**src/rtl/wb_init_pkg.sv**
```systemverilog
// Shared types and constants for the Wishbone command initiator.
package wb_init_pkg;

  localparam int unsigned DATA_W   = 32;
  localparam int unsigned TO_CNT_W = 16;

  typedef enum logic [1:0] {
    IDLE = 2'd0,
    BUS  = 2'd1,
    RSP  = 2'd2
  } state_e;

endpackage

```
**src/rtl/wb_cmd_initiator_if.sv**
```systemverilog
// Command, response and Wishbone signal bundle for wb_cmd_initiator.
interface wb_cmd_initiator_if
  import wb_init_pkg::*;
#(
  parameter int unsigned AW = 16
);

  logic [AW-1:0]     cmd_addr;
  logic [DATA_W-1:0] cmd_wdata;
  logic              cmd_we;
  logic              cmd_valid;
  logic              cmd_ready;

  logic [DATA_W-1:0] rsp_rdata;
  logic              rsp_err;
  logic              rsp_valid;
  logic              rsp_ready;

  logic [AW-1:0]     wb_addr;
  logic [DATA_W-1:0] wb_wdata;
  logic [DATA_W-1:0] wb_rdata;
  logic              wb_we;
  logic              wb_cyc;
  logic              wb_ack;

  modport master (
    input  cmd_addr, cmd_wdata, cmd_we, cmd_valid,
    output cmd_ready,
    output rsp_rdata, rsp_err, rsp_valid,
    input  rsp_ready,
    output wb_addr, wb_wdata, wb_we, wb_cyc,
    input  wb_rdata, wb_ack
  );

  modport slave (
    output cmd_addr, cmd_wdata, cmd_we, cmd_valid,
    input  cmd_ready,
    input  rsp_rdata, rsp_err, rsp_valid,
    output rsp_ready,
    input  wb_addr, wb_wdata, wb_we, wb_cyc,
    output wb_rdata, wb_ack
  );

endinterface

```
**src/rtl/wb_init_timeout.sv**
```systemverilog
// Stall counter for a Wishbone cycle; expired_c flags the cycle on which
// the TIMEOUT-th cycle without ack ends.
module wb_init_timeout
  import wb_init_pkg::*;
#(
  parameter int unsigned TIMEOUT = 255
)(
  input  logic clk,
  input  logic rst,
  input  logic clr,
  input  logic en,
  output logic expired_c
);

  logic [TO_CNT_W-1:0] cnt_q;

  always_ff @(posedge clk) begin
    if (rst || clr) begin
      cnt_q <= '0;
    end else if (en) begin
      cnt_q <= cnt_q + TO_CNT_W'(1);
    end
  end

  assign expired_c = en && (cnt_q == TO_CNT_W'(TIMEOUT - 1));

endmodule

```
**src/rtl/wb_cmd_initiator.sv**
```systemverilog
// Valid/ready command stream to single Wishbone classic cycles.
// Optional stall abort is built when WB_INIT_TIMEOUT_EN is defined.
module wb_cmd_initiator
  import wb_init_pkg::*;
#(
  parameter int unsigned AW      = 16,
  parameter int unsigned TIMEOUT = 255
)(
  input  logic                clk,
  input  logic                rst,
  wb_cmd_initiator_if.master  bus
);

  if (TIMEOUT < 1 || TIMEOUT > 65535) begin : g_timeout_range
    $error("wb_cmd_initiator: TIMEOUT must be within 1..65535");
  end

  state_e            state_q, state_n;
  logic [AW-1:0]     addr_q, addr_n;
  logic [DATA_W-1:0] wdata_q, wdata_n;
  logic [DATA_W-1:0] rdata_q, rdata_n;
  logic              we_q, we_n;
  logic              cyc_q, cyc_n;
  logic              valid_q, valid_n;
  logic              err_q, err_n;
  logic              accept_c;
  logic              expired_c;

`ifdef WB_INIT_TIMEOUT_EN
  logic stall_c;
  assign stall_c = (state_q == BUS) && !bus.wb_ack;

  wb_init_timeout #(.TIMEOUT(TIMEOUT)) u_timeout (
    .clk       (clk),
    .rst       (rst),
    .clr       (accept_c),
    .en        (stall_c),
    .expired_c (expired_c)
  );
`else
  assign expired_c = 1'b0;
`endif

  always_ff @(posedge clk) begin
    if (rst) begin
      state_q <= IDLE;
      addr_q  <= '0;
      wdata_q <= '0;
      rdata_q <= '0;
      we_q    <= 1'b0;
      cyc_q   <= 1'b0;
      valid_q <= 1'b0;
      err_q   <= 1'b0;
    end else begin
      state_q <= state_n;
      addr_q  <= addr_n;
      wdata_q <= wdata_n;
      rdata_q <= rdata_n;
      we_q    <= we_n;
      cyc_q   <= cyc_n;
      valid_q <= valid_n;
      err_q   <= err_n;
    end
  end

  // Ack is checked before expiry so an ack on the final cycle still succeeds.
  always_comb begin
    state_n  = state_q;
    addr_n   = addr_q;
    wdata_n  = wdata_q;
    rdata_n  = rdata_q;
    we_n     = we_q;
    cyc_n    = cyc_q;
    valid_n  = valid_q;
    err_n    = err_q;
    accept_c = 1'b0;
    case (state_q)
      IDLE: begin
        if (bus.cmd_valid) begin
          accept_c = 1'b1;
          addr_n   = bus.cmd_addr;
          wdata_n  = bus.cmd_wdata;
          we_n     = bus.cmd_we;
          cyc_n    = 1'b1;
          state_n  = BUS;
        end
      end
      BUS: begin
        if (bus.wb_ack) begin
          rdata_n = we_q ? '0 : bus.wb_rdata;
          err_n   = 1'b0;
          cyc_n   = 1'b0;
          we_n    = 1'b0;
          valid_n = 1'b1;
          state_n = RSP;
        end else if (expired_c) begin
          rdata_n = '0;
          err_n   = 1'b1;
          cyc_n   = 1'b0;
          we_n    = 1'b0;
          valid_n = 1'b1;
          state_n = RSP;
        end
      end
      RSP: begin
        if (bus.rsp_ready) begin
          valid_n = 1'b0;
          state_n = IDLE;
        end
      end
      default: begin
        cyc_n   = 1'b0;
        we_n    = 1'b0;
        valid_n = 1'b0;
        state_n = IDLE;
      end
    endcase
  end

  assign bus.cmd_ready = (state_q == IDLE);
  assign bus.wb_addr   = addr_q;
  assign bus.wb_wdata  = wdata_q;
  assign bus.wb_we     = we_q;
  assign bus.wb_cyc    = cyc_q;
  assign bus.rsp_rdata = rdata_q;
  assign bus.rsp_err   = err_q;
  assign bus.rsp_valid = valid_q;

endmodule

```
**src/flat_wrapper.sv**
```systemverilog
// flat-port wrapper written by rule: the top's interface ports become plain ports
module wb_cmd_initiator_flat import wb_init_pkg::*;
#(
  parameter int unsigned AW      = 16,
  parameter int unsigned TIMEOUT = 255
)
  (clk, rst, bus_cmd_addr, bus_cmd_wdata, bus_cmd_we, bus_cmd_valid, bus_cmd_ready, bus_rsp_rdata, bus_rsp_err, bus_rsp_valid, bus_rsp_ready, bus_wb_addr, bus_wb_wdata, bus_wb_we, bus_wb_cyc, bus_wb_rdata, bus_wb_ack);
  wb_cmd_initiator_if #(.AW(AW)) bus_i ();
  input  logic clk;
  input  logic rst;
  input wire logic [$bits(bus_i.cmd_addr)-1:0] bus_cmd_addr;
  input wire logic [$bits(bus_i.cmd_wdata)-1:0] bus_cmd_wdata;
  input wire logic [$bits(bus_i.cmd_we)-1:0] bus_cmd_we;
  input wire logic [$bits(bus_i.cmd_valid)-1:0] bus_cmd_valid;
  output wire logic [$bits(bus_i.cmd_ready)-1:0] bus_cmd_ready;
  output wire logic [$bits(bus_i.rsp_rdata)-1:0] bus_rsp_rdata;
  output wire logic [$bits(bus_i.rsp_err)-1:0] bus_rsp_err;
  output wire logic [$bits(bus_i.rsp_valid)-1:0] bus_rsp_valid;
  input wire logic [$bits(bus_i.rsp_ready)-1:0] bus_rsp_ready;
  output wire logic [$bits(bus_i.wb_addr)-1:0] bus_wb_addr;
  output wire logic [$bits(bus_i.wb_wdata)-1:0] bus_wb_wdata;
  output wire logic [$bits(bus_i.wb_we)-1:0] bus_wb_we;
  output wire logic [$bits(bus_i.wb_cyc)-1:0] bus_wb_cyc;
  input wire logic [$bits(bus_i.wb_rdata)-1:0] bus_wb_rdata;
  input wire logic [$bits(bus_i.wb_ack)-1:0] bus_wb_ack;
  assign bus_i.cmd_addr = bus_cmd_addr;
  assign bus_i.cmd_wdata = bus_cmd_wdata;
  assign bus_i.cmd_we = bus_cmd_we;
  assign bus_i.cmd_valid = bus_cmd_valid;
  assign bus_cmd_ready = bus_i.cmd_ready;
  assign bus_rsp_rdata = bus_i.rsp_rdata;
  assign bus_rsp_err = bus_i.rsp_err;
  assign bus_rsp_valid = bus_i.rsp_valid;
  assign bus_i.rsp_ready = bus_rsp_ready;
  assign bus_wb_addr = bus_i.wb_addr;
  assign bus_wb_wdata = bus_i.wb_wdata;
  assign bus_wb_we = bus_i.wb_we;
  assign bus_wb_cyc = bus_i.wb_cyc;
  assign bus_i.wb_rdata = bus_wb_rdata;
  assign bus_i.wb_ack = bus_wb_ack;
  wb_cmd_initiator #(.AW(AW), .TIMEOUT(TIMEOUT)) u_core (.clk(clk), .rst(rst), .bus(bus_i));
endmodule
```
**config.mk**
```make
export PLATFORM = sky130hd
export DESIGN_NAME = wb_cmd_initiator_flat
export DESIGN_NICKNAME = d
export VERILOG_FILES = /design/src/rtl/wb_init_pkg.sv /design/src/rtl/wb_cmd_initiator_if.sv /design/src/rtl/wb_init_timeout.sv /design/src/rtl/wb_cmd_initiator.sv /design/src/flat_wrapper.sv
export SDC_FILE = /design/constraint.sdc
export NUM_CORES = 1
export LEC_CHECK = 0
export ABC_AREA = 1
export CORE_MARGIN = 4
export CORE_UTILIZATION = 25
export CTS_CLUSTER_DIAMETER = 150
export CTS_CLUSTER_SIZE = 16
export DETAILED_ROUTE_END_ITERATION = 16
export GPL_ROUTABILITY_DRIVEN = 0
export PLACE_DENSITY = 0.67
export SLEW_MARGIN = 25
export SYNTH_ARGS = -nofsm -noshare
export SYNTH_HDL_FRONTEND = slang
export SYNTH_SLANG_ARGS = --single-unit
```
**constraint.sdc**
```tcl
create_clock -name clk -period 2.5 [get_ports clk]
set_clock_uncertainty 0.1 [all_clocks]
set_input_delay 0.375 -clock clk [delete_from_list [all_inputs] [get_ports clk]]
set_output_delay 0.375 -clock clk [all_outputs]
set_load 0.005 [all_outputs]
```
==> flow_metrics.tcl <==
set metrics [dict create \
    synth.avg_cell_area_sq_um 8.023 \
    min_period_over_period 0.7673 \
    r2r_slack_ns 0.58 \
    slowest_delay_ns 0.50 \
    min_period_ns 1.918 \
    syn_inst 383 \
    antenna_found_initial 0 \
    fin_tns_setup_ns 0 \
    grt_usage 0.1410 \
    path_buf_inv 1 \
    nets 621 \
    layout-drive-gt1-share 0.04815 \
    maxSlewViolCount 0 \
    grt_pass1_wl_um 16090 \
    worst_setup_path_end_kind "register" \
    vias 3147 \
    start_util 0.2558 \
    pwr-share-clk 0.383 \
    endpoint "u_core.bus.rsp_rdata[18]$_SDFFE_PP0P_" \
    final_antenna_net_count 0 \
    die-area_sq_um 14130 \
    p_per_area_nw_per_um2 631.0 \
    drt_iter0_drc 161 \
    synthToLayoutAreaGrowth_pct 66.73 \
    cts_tree "built" \
    pwr-share-comb 0.162 \
    intPower_mw 2.453 \
    insertion_delay_ns 0.33 \
    power_frac_seq 0.455 \
    slew_headroom 0.3229 \
    power.switching_mw 0.7806 \
    hold_class "register to register" \
    drc 0 \
    synth_nets 469 \
    syn_area_sq_um 3073 \
    ir_drop_v 0.0002948 \
    numCtsBuffers 9 \
    die_w_um 118.9 \
    worst_pin_slew_ns 1.015 \
    clockRootBuffer "clkbuf_16" \
    worstSetupPathType "register to register" \
    crit_family "simple AND/OR/NAND/NOR gates" \
    final_area_sq_um 5124 \
    leakagePower_nw 1.823 \
    path_cells "inv_1 -> nor2_4 -> nand2_2 -> nand2_1 -> a21oi_1" \
    startpoint_type "register" \
    io_buffer_count 169 \
    htreeDepth 3 \
    grt-ovfl-total 0 \
    reg2reg_to "u_core.bus.rsp_rdata[18]$_SDFFE_PP0P_" \
    crit_start "u_core.state_q[0]$_SDFFE_PP0P_" \
    rsz0062_at_grt "no" \
    p_sw_frac 0.2414 \
    ctsHoldBuffers 0 \
    grt_max_degree 54 \
    min_from "u_core.bus.wb_wdata[12]$_SDFFE_PP0P_" \
    ys_ff_latch 85 \
    ff2ff_path_depth 5 \
    cts_buffer_depth 2 \
    rows 40 \
    dpl-instance-area_sq_um 4845 \
    finalSetupViolCount 0 \
    critical_path_arrival_ns 2.01 \
    synth.distinct_cells 16 \
    critical_path_depth 5 \
    hold_viol 0 \
    core_sq_um 12010 \
    post_drt_wl_per_cell_um 14.61 \
    place.detailed.hpwl_um 7147 \
    cp.required_ns 2.59 \
    path_clk_slew_ns 0.06 \
    diodes 0 \
    nFillCells 1223 \
    worst_path_max_delay_cell "nand2_2" \
    yosysSeqAreaShare 0.5537 \
    grt_pass1_vias 3160 \
    fmax_ghz 0.5213 \
    die-height_um 118.9 \
    viasPerCell 4.581 \
    status "finished clean" \
    max-cap-violations 0 \
    worst-path-max-fanout 34 \
    dr.pass1.iters 4 \
    cts_setup_buffers 0 \
    io_pins 171 \
    reg2reg_from "u_core.state_q[0]$_SDFFE_PP0P_" \
    ctsResizeCount 0 \
    wirelength_um 10040 \
    ys_warn_count 0 \
    clock_sinks 85 \
]
[cell families after synthesis]
logic type | share of synthesized area
buffers and inverters | 0.05863
AND/OR/NAND/NOR | 0.2439
flip-flops | 0.5537
AO/OA/AOI/OAI | 0.1425
other | 0.001220
[Yosys cell counts]
master,n,share of area
a21o_1,1,0.0024
a21oi_1,85,0.14
buf_2,15,0.024
buf_4,1,0.0024
buf_6,2,0.0073
clkbuf_1,15,0.018
conb_1,1,0.0012
dfxtp_1,85,0.55
inv_1,4,0.0049
inv_2,1,0.0012
nand2_1,135,0.16
nand2_2,2,0.0041
nand3b_1,1,0.0024
nand4_1,32,0.065
nor2_4,2,0.0073
o21ai_0,1,0.0016
[worst reg2reg max path, delay by kind of cell (launching register included)]
family / cells / cell delay [ns]
flip-flops: 1 / 0.39
AND/OR/NAND/NOR: 3 / 1.08
buffers and inverters: 1 / 0.12
AO/OA/AOI/OAI: 1 / 0.09
[sequential cells by signal, summed over array words and instances, names as in the netlist]
register              count
u_core.bus.wb_addr       16
u_core.bus.rsp_rdata     32
u_core.bus.wb_cyc         1
u_core.bus.rsp_valid      1
u_core.bus.wb_wdata      32
u_core.bus.wb_we          1
u_core.state_q            2
[placed cells by master (no fill, tap or decap)]
cell | netlist | layout
o21ai_0 | 1 | 1
clkinvlp_4 | 0 | 1
clkbuf_8 | 0 | 2
buf_12 | 0 | 2
a21oi_1 | 85 | 85
clkbuf_16 | 0 | 9
clkinv_2 | 0 | 3
buf_2 | 15 | 1
inv_2 | 1 | 1
dfxtp_1 | 85 | 85
buf_4 | 1 | 3
clkdlybuf4s50_1 | 0 | 168
conb_1 | 1 | 1
nand2_1 | 135 | 135
nor2_4 | 2 | 2
clkbuf_1 | 15 | 1
nand3b_1 | 1 | 1
inv_1 | 4 | 4
a21o_1 | 1 | 1
nand2_2 | 2 | 2
nand4_1 | 32 | 32
[how the worst min path moves through the flow]
stage                                                      end  slack (ns)  cells after the start
after CTS                 u_core.bus.wb_wdata[12]$_SDFFE_PP0P_        0.36                      2
final                     u_core.bus.wb_wdata[12]$_SDFFE_PP0P_        0.36                      2
after global routing      u_core.bus.wb_wdata[25]$_SDFFE_PP0P_        0.38                      2
after floorplan              u_core.bus.rsp_valid$_SDFFE_PP0P_        0.36                      2
after global placement       u_core.bus.rsp_valid$_SDFFE_PP0P_        0.35                      2
after detailed placement  u_core.bus.wb_wdata[12]$_SDFFE_PP0P_        0.35                      2
[power by group through the flow]
stage / logic, mW / clock network, mW / registers, mW
finish: 0.523 / 1.24 / 1.47
global route: 0.571 / 1.33 / 1.48
CTS: 0.529 / 1.29 / 1.47
detailed placement: 0.526 / 0 / 1.50
global placement: 0.520 / 0 / 1.50
floorplan: 0.192 / 0 / 1.50
[per-stage QoR]
step	worst slack, ns	util	instances	hold slack [ns]	power [mW]
floorplan	1.239	-	383	0.3553	1.695
global placement	0.6466	0.4033	671	0.3491	2.019
detailed placement	0.6063	0.4033	671	0.3545	2.026
CTS	0.5984	0.4266	687	0.3634	3.293
global route	0.4141	0.4266	687	0.3818	3.386
finish	0.5818	0.4266	687	0.3615	3.233
[area by class of cell]
cell class,instances,area [sq um],area share
clock buffers,12,256.5,0.05006
clock inverters,4,22.52,0.004396
inverters,5,18.77,0.003663
multi-input cells,260,1191,0.2325
flip-flops and latches,85,1702,0.3321
well taps,147,183.9,0.03590
repair buffers,174,1749,0.3414
[routing by layer]
layer,GRT usage,wire length (um)
met4,0.05720,190
met3,0.04274,666
met1,0.1691,4374
met2,0.2355,4804
met5,0,0
Note: power is estimated with default switching activity, not from simulation.
